File: src/rtl/screen_view_ctrl.sv
// Display source/scroll sequencer in front of screen_driver (includes calc_pkg).
// Optional idle timeout enabled by defining SCREEN_VIEW_TIMEOUT_EN.
package calc_pkg;
  localparam int NumDigits = 8;
  typedef struct packed {
    logic [31:0] significand;
    logic [2:0]  exponent;
  } num_t;
endpackage

module screen_view_ctrl #(
  parameter int NumDigits     = calc_pkg::NumDigits,
  parameter int TimeoutCycles = 100_000_000
) (
  input  logic             clk_i,
  input  logic             rst_i,
  input  calc_pkg::num_t   num_entry_i,
  input  logic             entry_valid_i,
  input  calc_pkg::num_t   num_result_i,
  input  logic             result_valid_i,
  input  logic             scroll_left_i,
  input  logic             scroll_right_i,
  output calc_pkg::num_t   num_o,
  output logic             override_shift_amount_o,
  output logic [2:0]       new_shift_amount_o,
  output logic             showing_result_o
);

  typedef enum logic {SRC_ENTRY, SRC_RESULT} src_t;

  src_t           src_q;
  calc_pkg::num_t result_q;
  logic           ovr_q;
  logic [2:0]     shift_q;

  logic [2:0] frac;
  logic [2:0] base;
  logic [2:0] stepped;
  logic       src_evt;
  logic       scroll_ok;
  logic       expire;

  assign num_o                   = (src_q == SRC_RESULT) ? result_q : num_entry_i;
  assign showing_result_o        = (src_q == SRC_RESULT);
  assign override_shift_amount_o = ovr_q;
  assign new_shift_amount_o      = shift_q;

  assign src_evt   = result_valid_i | entry_valid_i;
  assign frac      = 3'(NumDigits - 1) - num_o.exponent;
  assign scroll_ok = (scroll_left_i ^ scroll_right_i) && (frac != 3'd0);

  // The first scroll starts from the auto-aligned position (all fraction shown).
  always_comb begin
    base    = ovr_q ? shift_q : frac;
    stepped = base;
    if (scroll_left_i) begin
      stepped = (base == 3'd0) ? 3'd0 : base - 3'd1;
    end else if (base >= frac) begin
      stepped = frac;
    end else begin
      stepped = base + 3'd1;
    end
  end

`ifdef SCREEN_VIEW_TIMEOUT_EN
  localparam int CntW = $clog2(TimeoutCycles);
  logic [CntW-1:0] cnt_q;

  assign expire = ovr_q && (cnt_q == CntW'(TimeoutCycles - 1));

  always_ff @(posedge clk_i) begin
    if (rst_i) begin
      cnt_q <= '0;
    end else if (src_evt || scroll_ok || !ovr_q || expire) begin
      cnt_q <= '0;
    end else begin
      cnt_q <= cnt_q + 1'b1;
    end
  end
`else
  assign expire = 1'b0;
`endif

  // Source events outrank scrolls; an accepted scroll outranks expiry.
  always_ff @(posedge clk_i) begin
    if (rst_i) begin
      src_q    <= SRC_ENTRY;
      result_q <= '0;
      ovr_q    <= 1'b0;
      shift_q  <= 3'd0;
    end else if (src_evt) begin
      if (result_valid_i) begin
        src_q    <= SRC_RESULT;
        result_q <= num_result_i;
      end else begin
        src_q <= SRC_ENTRY;
      end
      ovr_q   <= 1'b0;
      shift_q <= 3'd0;
    end else if (scroll_ok) begin
      ovr_q   <= 1'b1;
      shift_q <= stepped;
    end else if (expire) begin
      ovr_q   <= 1'b0;
      shift_q <= 3'd0;
    end
  end

endmodule
File: config.mk
export PLATFORM = sky130hd
export DESIGN_NAME = screen_view_ctrl
export DESIGN_NICKNAME = d
export VERILOG_FILES = /design/src/rtl/screen_view_ctrl.sv
export SDC_FILE = /design/constraint.sdc
export NUM_CORES = 1
export LEC_CHECK = 0
export CAP_MARGIN = 20
export CELL_PAD_IN_SITES_DETAIL_PLACEMENT = 0
export CELL_PAD_IN_SITES_GLOBAL_PLACEMENT = 1
export CORE_AREA = 2 2 91 93
export CTS_BUF_LIST = sky130_fd_sc_hd__clkbuf_8 sky130_fd_sc_hd__clkbuf_16
export CTS_CLUSTER_SIZE = 40
export DETAILED_ROUTE_END_ITERATION = 6
export DIE_AREA = 0 0 93 95
export GPL_TIMING_DRIVEN = 0
export PLACE_DENSITY = 0.84
export SLEW_MARGIN = 20
export SYNTH_ARGS = -nofsm -noshare
export SYNTH_HDL_FRONTEND = slang
export SYNTH_SLANG_ARGS = --single-unit
File: constraint.sdc
create_clock -name clk_i -period 3.1 [get_ports clk_i]
set_input_delay 0.31 -clock clk_i [delete_from_list [all_inputs] [get_ports clk_i]]
set_output_delay 0.31 -clock clk_i [all_outputs]
set_load 0.005 [all_outputs]
==> results of run 1 <==
-- path summary, 6_finish.rpt --
path	from	to
worst max-delay path	showing_result_o	new_shift_amount_o[1]
worst min-delay path	result_q[34]	result_q[34]
worst max register to register	showing_result_o	new_shift_amount_o[1]
worst min register to register	result_q[34]	result_q[34]
-- cell type report --
class / instances / area (um2) / area share (%)
Multi-Input combinational cell: 160 / 1260 / 35.9
Inverter: 7 / 26.3 / 0.749
Timing Repair Buffer: 115 / 1150 / 32.8
Clock buffer: 5 / 68.8 / 1.96
Buffer: 13 / 56.3 / 1.60
Tap cell: 105 / 131 / 3.74
Sequential cell: 40 / 801 / 22.8
Clock inverter: 2 / 12.5 / 0.357
-- per-stage QoR --
step,utilization [%],TNS (ns),power (mW)
CTS,44.1,0,1.30
floorplan,-,0,0.739
global placement,43.1,-0.0910,0.947
global route,44.3,-0.0295,1.36
finish,44.3,0,1.28
detailed placement,43.1,-0.203,0.951
-- power groups by stage --
stage	Combinational (mW)	Clock (mW)	Sequential (mW)
final	0.380	0.340	0.560
after floorplan	0.172	0	0.567
after global routing	0.418	0.380	0.564
after detailed placement	0.379	0	0.572
after CTS	0.382	0.362	0.560
after global placement	0.376	0	0.572
-- placed cells by master (no fill, tap or decap), types with 2 or more instances in the layout --
cell and n:
inv_2 2, o21ai_0 2, nand2_1 5, a21oi_1 6
inv_1 5, mux2i_1 38, ha_1 4, nand3_1 2
a31oi_1 2, clkbuf_8 5, mux2i_2 2, nand2b_1 2
clkbuf_1 10, mux2_2 32, nor2_1 42, dfxtp_1 40
buf_1 2, nand3b_1 2, clkdlybuf4s50_1 115
-- state kept, by name (all words and copies together), names as in the netlist --
signal,count
new_shift_amount_o,3
result_q,35
override_shift_amount_o,1
showing_result_o,1
-- logic make-up after synthesis --
logic type               count (synthesis)
multiplexers                            72
AND/OR/NAND/NOR                         61
flip-flops                              40
AO/OA/AOI/OAI                           21
buffers and inverters                   20
adder cells (fa/ha/maj)                  4
XOR/XNOR                                 2
-- timing repair --
| item | 4_1_cts | 5_1_grt |
|---|---|---|
| setup buffers | 0 | 0 |
| endpoints found under the setup margin | 0 | 3 |
| resized for setup | 0 | 3 |
-- routing by layer --
| layer | track usage [%] | up-vias | share of wire [%] |
|---|---|---|---|
| met5 | 0 | - | 0 |
| met3 | 4.55 | 5 | 7.2 |
| met2 | 22.2 | 70 | 46 |
| li1 | - | 1006 | - |
| met4 | 3.68 | 0 | 1.0 |
| met1 | 17.1 | 910 | 45 |
-- worst min-delay path, stage by stage, from the launching register on --
cell	delay, ns
dfxtp_1	0.33
mux2i_1	0.06
nor2_1	0.07
==> metrics.txt, run 1 <==
vias around 2000; Setup Crit Path Kind flop to flop; peak supply drop about 0.14 mV; sequential area share after synthesis 37.5%; Root Buffer clkbuf_8; Switch Pwr between 0.3 and 0.4 mW; worst hold slack 0.491 ns; share of cells above drive strength 1 13.7%; via count of the first global-routing pass 2054; Clock power frac around a quarter; # setup viols final 0; final-report hold violation count 0; n_diodes 0; FF-to-FF setup slack about 0.22 ns; Cell Rows 33; Seq pwr share 43.7%; IO buf count approximately 120; Comb power frac between 20% and 30%; # H-tree levels 2; area delta synth->final 64.4%; CP Buf/Inv Count 2; critical path cell sequence buf_6 > mux2i_2 > inv_2 > nor2_1 > a21oi_2 > ha_1 > nor2b_2 > a211oi_1 > a311o_1 > nor2_1 > mux2i_1 > o41ai_1; Largest delay share family, worst path compound AO/OA/AOI/OAI gates; Synth Area in Compound Gates about 6.8%; WL/cell ~13 um; CTS Buf Count 5; max-slew violation count 0; antenna-violating nets left 0; max-cap viol count 0; area of the core 7930 um2; Post-Syn Area per Cell a little under 10 um2; Netlist cell types 38; Crit. path cell count 12; Post-Syn Nets 300; Post-Synth Simple-Gate Area approximately an eighth; Rel. slew slack 52.3%; Design Area, Final 3510 um2; Clock Latency Late Sink 0.29 ns; worst hold stages 2; top cells by area, synth dfxtp_1, mux2i_1, mux2_2, nor2_1, ha_1; achievable frequency approximately 350 MHz; Pre-Repair DR Iteration Count 4; DP Cell Count 440; setup ws final 0.221 ns; Die Area about 8800 um2; CP peak stage delay roughly 0.40 ns; Arr. time, crit path 3.06 ns; Worst Reg-to-Reg Cells 12; filler cell count about 800; Worst Hold Class flop to flop; clock skew ~0.00086 ns; Placement Setup Slack -0.112 ns; Post-synth EDFFs 0; fin nets ~420; Placer Congestion between 0.7 and 0.8; status complete, no violations; required time of the worst setup path approximately 3.3 ns; Post-synth ARST share 0%; worst-margin pin slew 0.715 ns; Crit path top cell by count nor2_1; CTS Hold Bufs 0; Non-Filler Instances between 400 and 500; Int Pwr approximately 0.94 mW; count leader, synth nor2_1; Final period util ~93%; Die H roughly 95 um; area post-placement 3420 um2; CP max-delay cell dfxtp_1; mapped cell area 2130 um2; Crit. End Element flop; flop and latch count out of synthesis 40; # IOs 116; drt via density 4.45; remaining global-route overflow 0; multiplexer share of the synthesized area between 30% and 40%; yosys warns 0; final worst path period need approximately 2.9 ns; combinational family with the most area after synthesis multiplexers; starting DRC count in detailed routing 36; CTS tree built; P_leak approximately 1.4 nW; Die Wd about 93 um; leading register cell type out of synthesis dfxtp_1; first-pass GRT wire length about 9.6 mm; # DRC 0; switching part of the total power between 20% and 30%; Startpoint Class flop; antenna violations before repair 0; Yosys top cell by area dfxtp_1; initial core utilization a little over a quarter; GRT Overall Usage a little over an eighth; Synth top area share between 30 and 40%; clock-pin slew on the worst setup and hold paths approximately 0.080 ns; maximum root-to-sink buffer count 2; Pwr Density between 300 and 400 nW/um2; Synth Area in XOR/XNOR less than 1%; Total Routed Length between 5 and 6 mm; cells after synthesis 220; Sink Count 40; Synth Area in Adders under 10%; largest net degree at the start of global routing 13; top post-synthesis cells by count nor2_1, dfxtp_1, mux2i_1; DP HPWL around 4.5 mm; CP max FO 10
(Power assumes the default switching activity.)
==> inputs of run 2 (changes only) <==
Settings changed: PLACE_DENSITY 0.84 to 0.9.
==> metrics.txt, run 2 (synthesized netlist as in run 1, its figures left out) <==
post-cts resize count 0 (unchanged); required time of the worst setup path 3.34 ns (+0.05 ns); Worst Hold Class flop to flop; most common cell after layout, fill and taps aside clkdlybuf4s50_1; Core Util, Final 44.7% (+0.44 points); # H-tree levels 2 (unchanged); maximum root-to-sink buffer count 2 (unchanged); final worst path period need 2.94 ns (+0.0588 ns); area of the core 7930 um2 (unchanged); CTS Hold Bufs 0 (unchanged); Crit. End Element flop; Setup Crit Path Kind flop to flop; worst hold slack 0.497 ns (+0.00596 ns); drt via density 4.48 (+0.48%); status complete, no violations; via count of the first global-routing pass 1987 (-3.3%); CP Buf/Inv Count 2 (unchanged); clock-pin slew on the worst setup and hold paths 0.09 ns (about the same); critical path launch point showing_result_o; Clock Latency Late Sink 0.29 ns (about the same); Die Wd 93 um (unchanged); CP max FO 10 (unchanged); # DRC 0 (unchanged); Clock power frac 31.6% (+5.0 points); initial core utilization 26.9% (unchanged); # setup viols final 0 (unchanged); final-report hold violation count 0 (unchanged); Setup Fix Bufs, Post-CTS 0 (unchanged); largest net degree at the start of global routing 14 (+1); antenna-violating nets left 0 (unchanged); RR Startpoint showing_result_o; remaining global-route overflow 0 (unchanged); DP HPWL 4.50 mm (-0.36%); Rel. slew slack 51.0% (-1.3 points); critical path cell sequence buf_6 > mux2i_4 > inv_2 > nor2_1 > a21oi_1 > ha_1 > nor2b_2 > a211oi_1 > a311o_1 > or3b_1 > a21oi_1 > o221a_1; Pwr Density 387 nW/um2 (+6.0%); antenna violations before repair 0 (unchanged); share of cells above drive strength 1 13.7% (-0.040 points); Die Area 8840 um2 (unchanged); flip-flop count of the largest register after layout 35 (unchanged); Seq pwr share 41.0% (-2.7 points); TNS Setup 0 ns (unchanged); hold path start result_q[12]; achievable frequency 340 MHz (-2.0%); Crit path top cell by count a21oi_1; CTS tree built; Comb power frac 27.5% (-2.2 points); Startpoint Class flop; # IOs 116 (unchanged); Design Area, Final 3540 um2 (+1.0%); Arr. time, crit path 3.17 ns (+0.11 ns); first-pass GRT wire length 9.25 mm (-3.5%); n_diodes 0 (unchanged); starting DRC count in detailed routing 21 (-42%); Cell Rows 33 (unchanged); max-slew violation count 0 (unchanged); CP peak stage delay 0.36 ns (-0.04 ns); Sink Count 40 (unchanged); clock skew 0.00571 ns (+0.00485 ns); peak supply drop 0.184 mV (+31%); WL/cell 13.0 um (-0.31%); max-cap viol count 0 (unchanged); fin nets 422 (unchanged); area delta synth->final 66.0%; Largest delay share family, worst path compound AO/OA/AOI/OAI gates; vias 2005 (+0.70%); Die H 95 um (unchanged); Final period util 94.8% (+1.9 points); Total Routed Length 5.82 mm (about the same); P_leak 1.43 nW (+1.0%); commonest cells after routing, fill and taps aside clkdlybuf4s50_1, nor2_1, dfxtp_1; CTS Buf Count 5 (unchanged); Placer Congestion 0.822 (+7.2%); IO buf count 115 (unchanged); Switch Pwr 0.344 mW (+1.3%); switching part of the total power 25.1% (-1.4 points); Most flops, register result_q; CP max-delay cell dfxtp_1; area post-placement 3420 um2 (unchanged); Root Buffer clkbuf_8; Pre-Repair DR Iteration Count 4 (unchanged); filler cell count 804 (+0.37%); GRT Overall Usage 13.0% (-0.49 points); Int Pwr 1.03 mW (+9.2%); worst-margin pin slew 0.735 ns (+0.0201 ns)
## run 2: changes by cell type in the layout (fill, tap and decap cells not counted), sizes merged
cell    before  now
bufinv       0    1
## run 2: per-stage QoR
step | power (mW) | setup WS [ns] | cells
2_1_floorplan | 0.739 | 0.429 | 220
3_3_place_gp | 0.945 | -0.113 | 440
3_5_place_dp | 0.950 | -0.117 | 440
4_1_cts | 1.39 | 0.0621 | 448
5_1_grt | 1.45 | -0.0181 | 448
6_report | 1.37 | 0.162 | 448
## run 2: layout make-up
cell class,count,area (um2),area share [%]
multi-input combinational,160,1270,35.7
timing repair buffer,115,1150,32.5
sequential,40,801,22.6
tap,105,131,3.71
clock buffer,5,68.8,1.94
buffer,13,56.3,1.59
clock inverter,3,42.5,1.20
inverter,7,26.3,0.742
## run 2: power by group through the flow
stage | combinational (mW) | clock [mW] | sequential (mW)
finish | 0.377 | 0.433 | 0.562
global route | 0.413 | 0.473 | 0.566
CTS | 0.379 | 0.451 | 0.561
detailed placement | 0.377 | 0 | 0.573
global placement | 0.372 | 0 | 0.572
floorplan | 0.172 | 0 | 0.567
## run 2: tightest hold or removal path: cells and delay by family (launching register included)
kind / cells / cell delay, ns
DFF: 1 / 0.33
muxes: 1 / 0.06
and+or+nand+nor: 1 / 0.07
## run 2: final timing paths
| kind | endpoint | slack [ns] | cells past startpoint |
|---|---|---|---|
| max | new_shift_amount_o[0] | 0.16 | 12 |
| min | result_q[12] | 0.50 | 2 |
| max reg2reg | new_shift_amount_o[0] | 0.16 | 12 |
| min reg2reg | result_q[12] | 0.50 | 2 |
## run 2: routing by layer
metal / track usage [%] / vias up / wire length (um)
li1: - / 1012 / -
met1: 15.9 / 917 / 2550
met2: 22.5 / 74 / 2840
met3: 4.15 / 2 / 407
met4: 2.94 / 0 / 25
met5: 0 / - / 0
==> inputs of run 3 (changes only) <==
Settings changed: CORE_AREA 2 2 91 93 to 4 4 93 95, DIE_AREA 0 0 93 95 to 0 0 97 99.
==> metrics.txt, run 3 (synthesized netlist as in run 1, its figures left out) <==
status complete, no violations; Setup Fix Bufs, Post-CTS 0 (unchanged); largest net degree at the start of global routing 14 (unchanged); IO buf count 115 (unchanged); antenna violations before repair 0 (unchanged); Sink Count 40 (unchanged); max-cap viol count 0 (unchanged); area delta synth->final 66.1% (about the same); CP peak stage delay 0.39 ns (+0.03 ns); Pwr Density 394 nW/um2 (+1.7%); P_leak 1.43 nW (+0.50%); fin nets 422 (unchanged); # H-tree levels 2 (unchanged); Die Wd 97 um (+4.3%); CTS Hold Bufs 0 (unchanged); share of cells above drive strength 1 14.0% (+0.29 points); max-slew violation count 0 (unchanged); worst flop-to-flop path endpoint new_shift_amount_o[0]; antenna-violating nets left 0 (unchanged); Placer Congestion 0.842 (+2.5%); clock skew 0.00218 ns (-0.00353 ns); remaining global-route overflow 0 (unchanged); GRT Overall Usage 12.4% (-0.61 points); Die Area 9600 um2 (+8.7%); Worst Reg-to-Reg Cells 12 (unchanged); drt via density 4.52 (+1.0%); final worst path period need 2.90 ns (-0.0405 ns); Most flops, register result_q; TNS Setup 0 ns (unchanged); Int Pwr 1.05 mW (+2.4%); Clock power frac 32.7% (+1.1 points); commonest cells after routing, fill and taps aside clkdlybuf4s50_1, nor2_1, dfxtp_1; switching part of the total power 24.6% (-0.48 points); Design Area, Final 3540 um2 (about the same); Cell Rows 32 (-3.0%); WL/cell 13.4 um (+3.4%); Final period util 93.5% (-1.3 points); final-report hold violation count 0 (unchanged); area post-placement 3410 um2 (-0.11%); Clock Latency Late Sink 0.29 ns (about the same); Placement Setup Slack -0.200 ns (-0.0832 ns); via count of the first global-routing pass 2056 (+3.5%); DP HPWL 4.73 mm (+5.2%); Seq pwr share 40.2% (-0.8 points); Setup Crit Path Kind flop to flop; n_diodes 0 (unchanged); # DRC 0 (unchanged); vias 2012 (+0.35%); peak supply drop 0.197 mV (+7.3%); # setup viols final 0 (unchanged); worst hold slack 0.496 ns (-0.000716 ns); Pre-Repair DR Iteration Count 4 (unchanged); critical path cell sequence buf_6 > mux2i_2 > inv_2 > nor2_1 > a21oi_2 > ha_1 > nor2b_2 > a211oi_1 > a311o_1 > or3b_1 > a21oi_1 > o221a_1; Comb power frac 27.2% (-0.3 points); required time of the worst setup path 3.34 ns (about the same); most common cell after layout, fill and taps aside clkdlybuf4s50_1; clock-pin slew on the worst setup and hold paths 0.08 ns (about the same); FF-to-FF setup slack 0.20 ns (+0.04 ns); starting DRC count in detailed routing 41 (+95%); flip-flop count of the largest register after layout 35 (unchanged); maximum root-to-sink buffer count 2 (unchanged); first-pass GRT wire length 9.72 mm (+5.1%); CTS tree built; Crit. End Element flop; RR Startpoint showing_result_o; Arr. time, crit path 3.14 ns (-0.03 ns); CP max-delay cell dfxtp_1; Worst Hold Class flop to flop; Startpoint Class flop; Rel. slew slack 52.8% (+1.8 points); Die H 99 um (+4.2%); DP Cell Count 437 (-0.68%); area of the core 7730 um2 (-2.5%); setup ws final 0.203 ns (+0.0405 ns); # IOs 116 (unchanged); post-cts resize count 0 (unchanged); worst-margin pin slew 0.708 ns (-0.0272 ns); worst hold stages 2 (unchanged); initial core utilization 27.6% (+0.70 points); Tot Pwr 1.39 mW (+1.7%); Core Util, Final 45.9% (+1.2 points); CTS Buf Count 5 (unchanged); Total Routed Length 5.98 mm (+2.7%); achievable frequency 345 MHz (+1.4%); Switch Pwr 0.343 mW (-0.23%); Root Buffer clkbuf_8; hold path start result_q[24]; CP max FO 10 (unchanged); Non-Filler Instances 445 (-0.67%); Worst Hold End result_q[24]
[run 3: power by group through the flow]
stage | Clock (mW) | Sequential (mW) | Combinational [mW]
after floorplan | 0 | 0.567 | 0.172
after global placement | 0 | 0.572 | 0.375
after detailed placement | 0 | 0.572 | 0.380
after CTS | 0.473 | 0.560 | 0.383
after global routing | 0.494 | 0.564 | 0.415
final | 0.456 | 0.560 | 0.379
[run 3: cell type report]
type / count / area (um2)
repair buffers: 115 / 1150
clock buffers: 6 / 82.6
flip-flops and latches: 40 / 801
plain buffers: 13 / 56.3
well taps: 102 / 128
inverters: 7 / 26.3
fillers: 765 / 4180
clock inverters: 2 / 38.8
multi-input cells: 160 / 1260
[run 3: worst max-delay path: cells and delay by family (launching register included)]
kind / cells / cell delay [ns]
AO/OA/AOI/OAI: 5 / 0.91
multiplexers: 1 / 0.28
flip-flops: 1 / 0.39
adder cells (fa/ha/maj): 1 / 0.34
buffers and inverters: 2 / 0.25
AND/OR/NAND/NOR: 3 / 0.67
[run 3: worst max path at each step]
stage                           startpoint                    end  slack (ns)  cells past startpoint
after global placement      num_entry_i[0]  new_shift_amount_o[0]       -0.13                     12
after global routing      showing_result_o  new_shift_amount_o[0]       -0.01                     12
after detailed placement    num_entry_i[0]  new_shift_amount_o[0]       -0.20                     12
after floorplan           showing_result_o  new_shift_amount_o[0]        0.43                     12
final                     showing_result_o  new_shift_amount_o[0]        0.20                     12
after CTS                 showing_result_o  new_shift_amount_o[0]        0.02                     12
[run 3: routing by layer]
metal / GRT usage, % / up-vias / routed length [um]
li1: - / 1010 / -
met1: 14.8 / 910 / 2530
met2: 20.6 / 83 / 2840
met3: 4.81 / 9 / 492
met4: 4.00 / 0 / 117
met5: 0 / - / 0
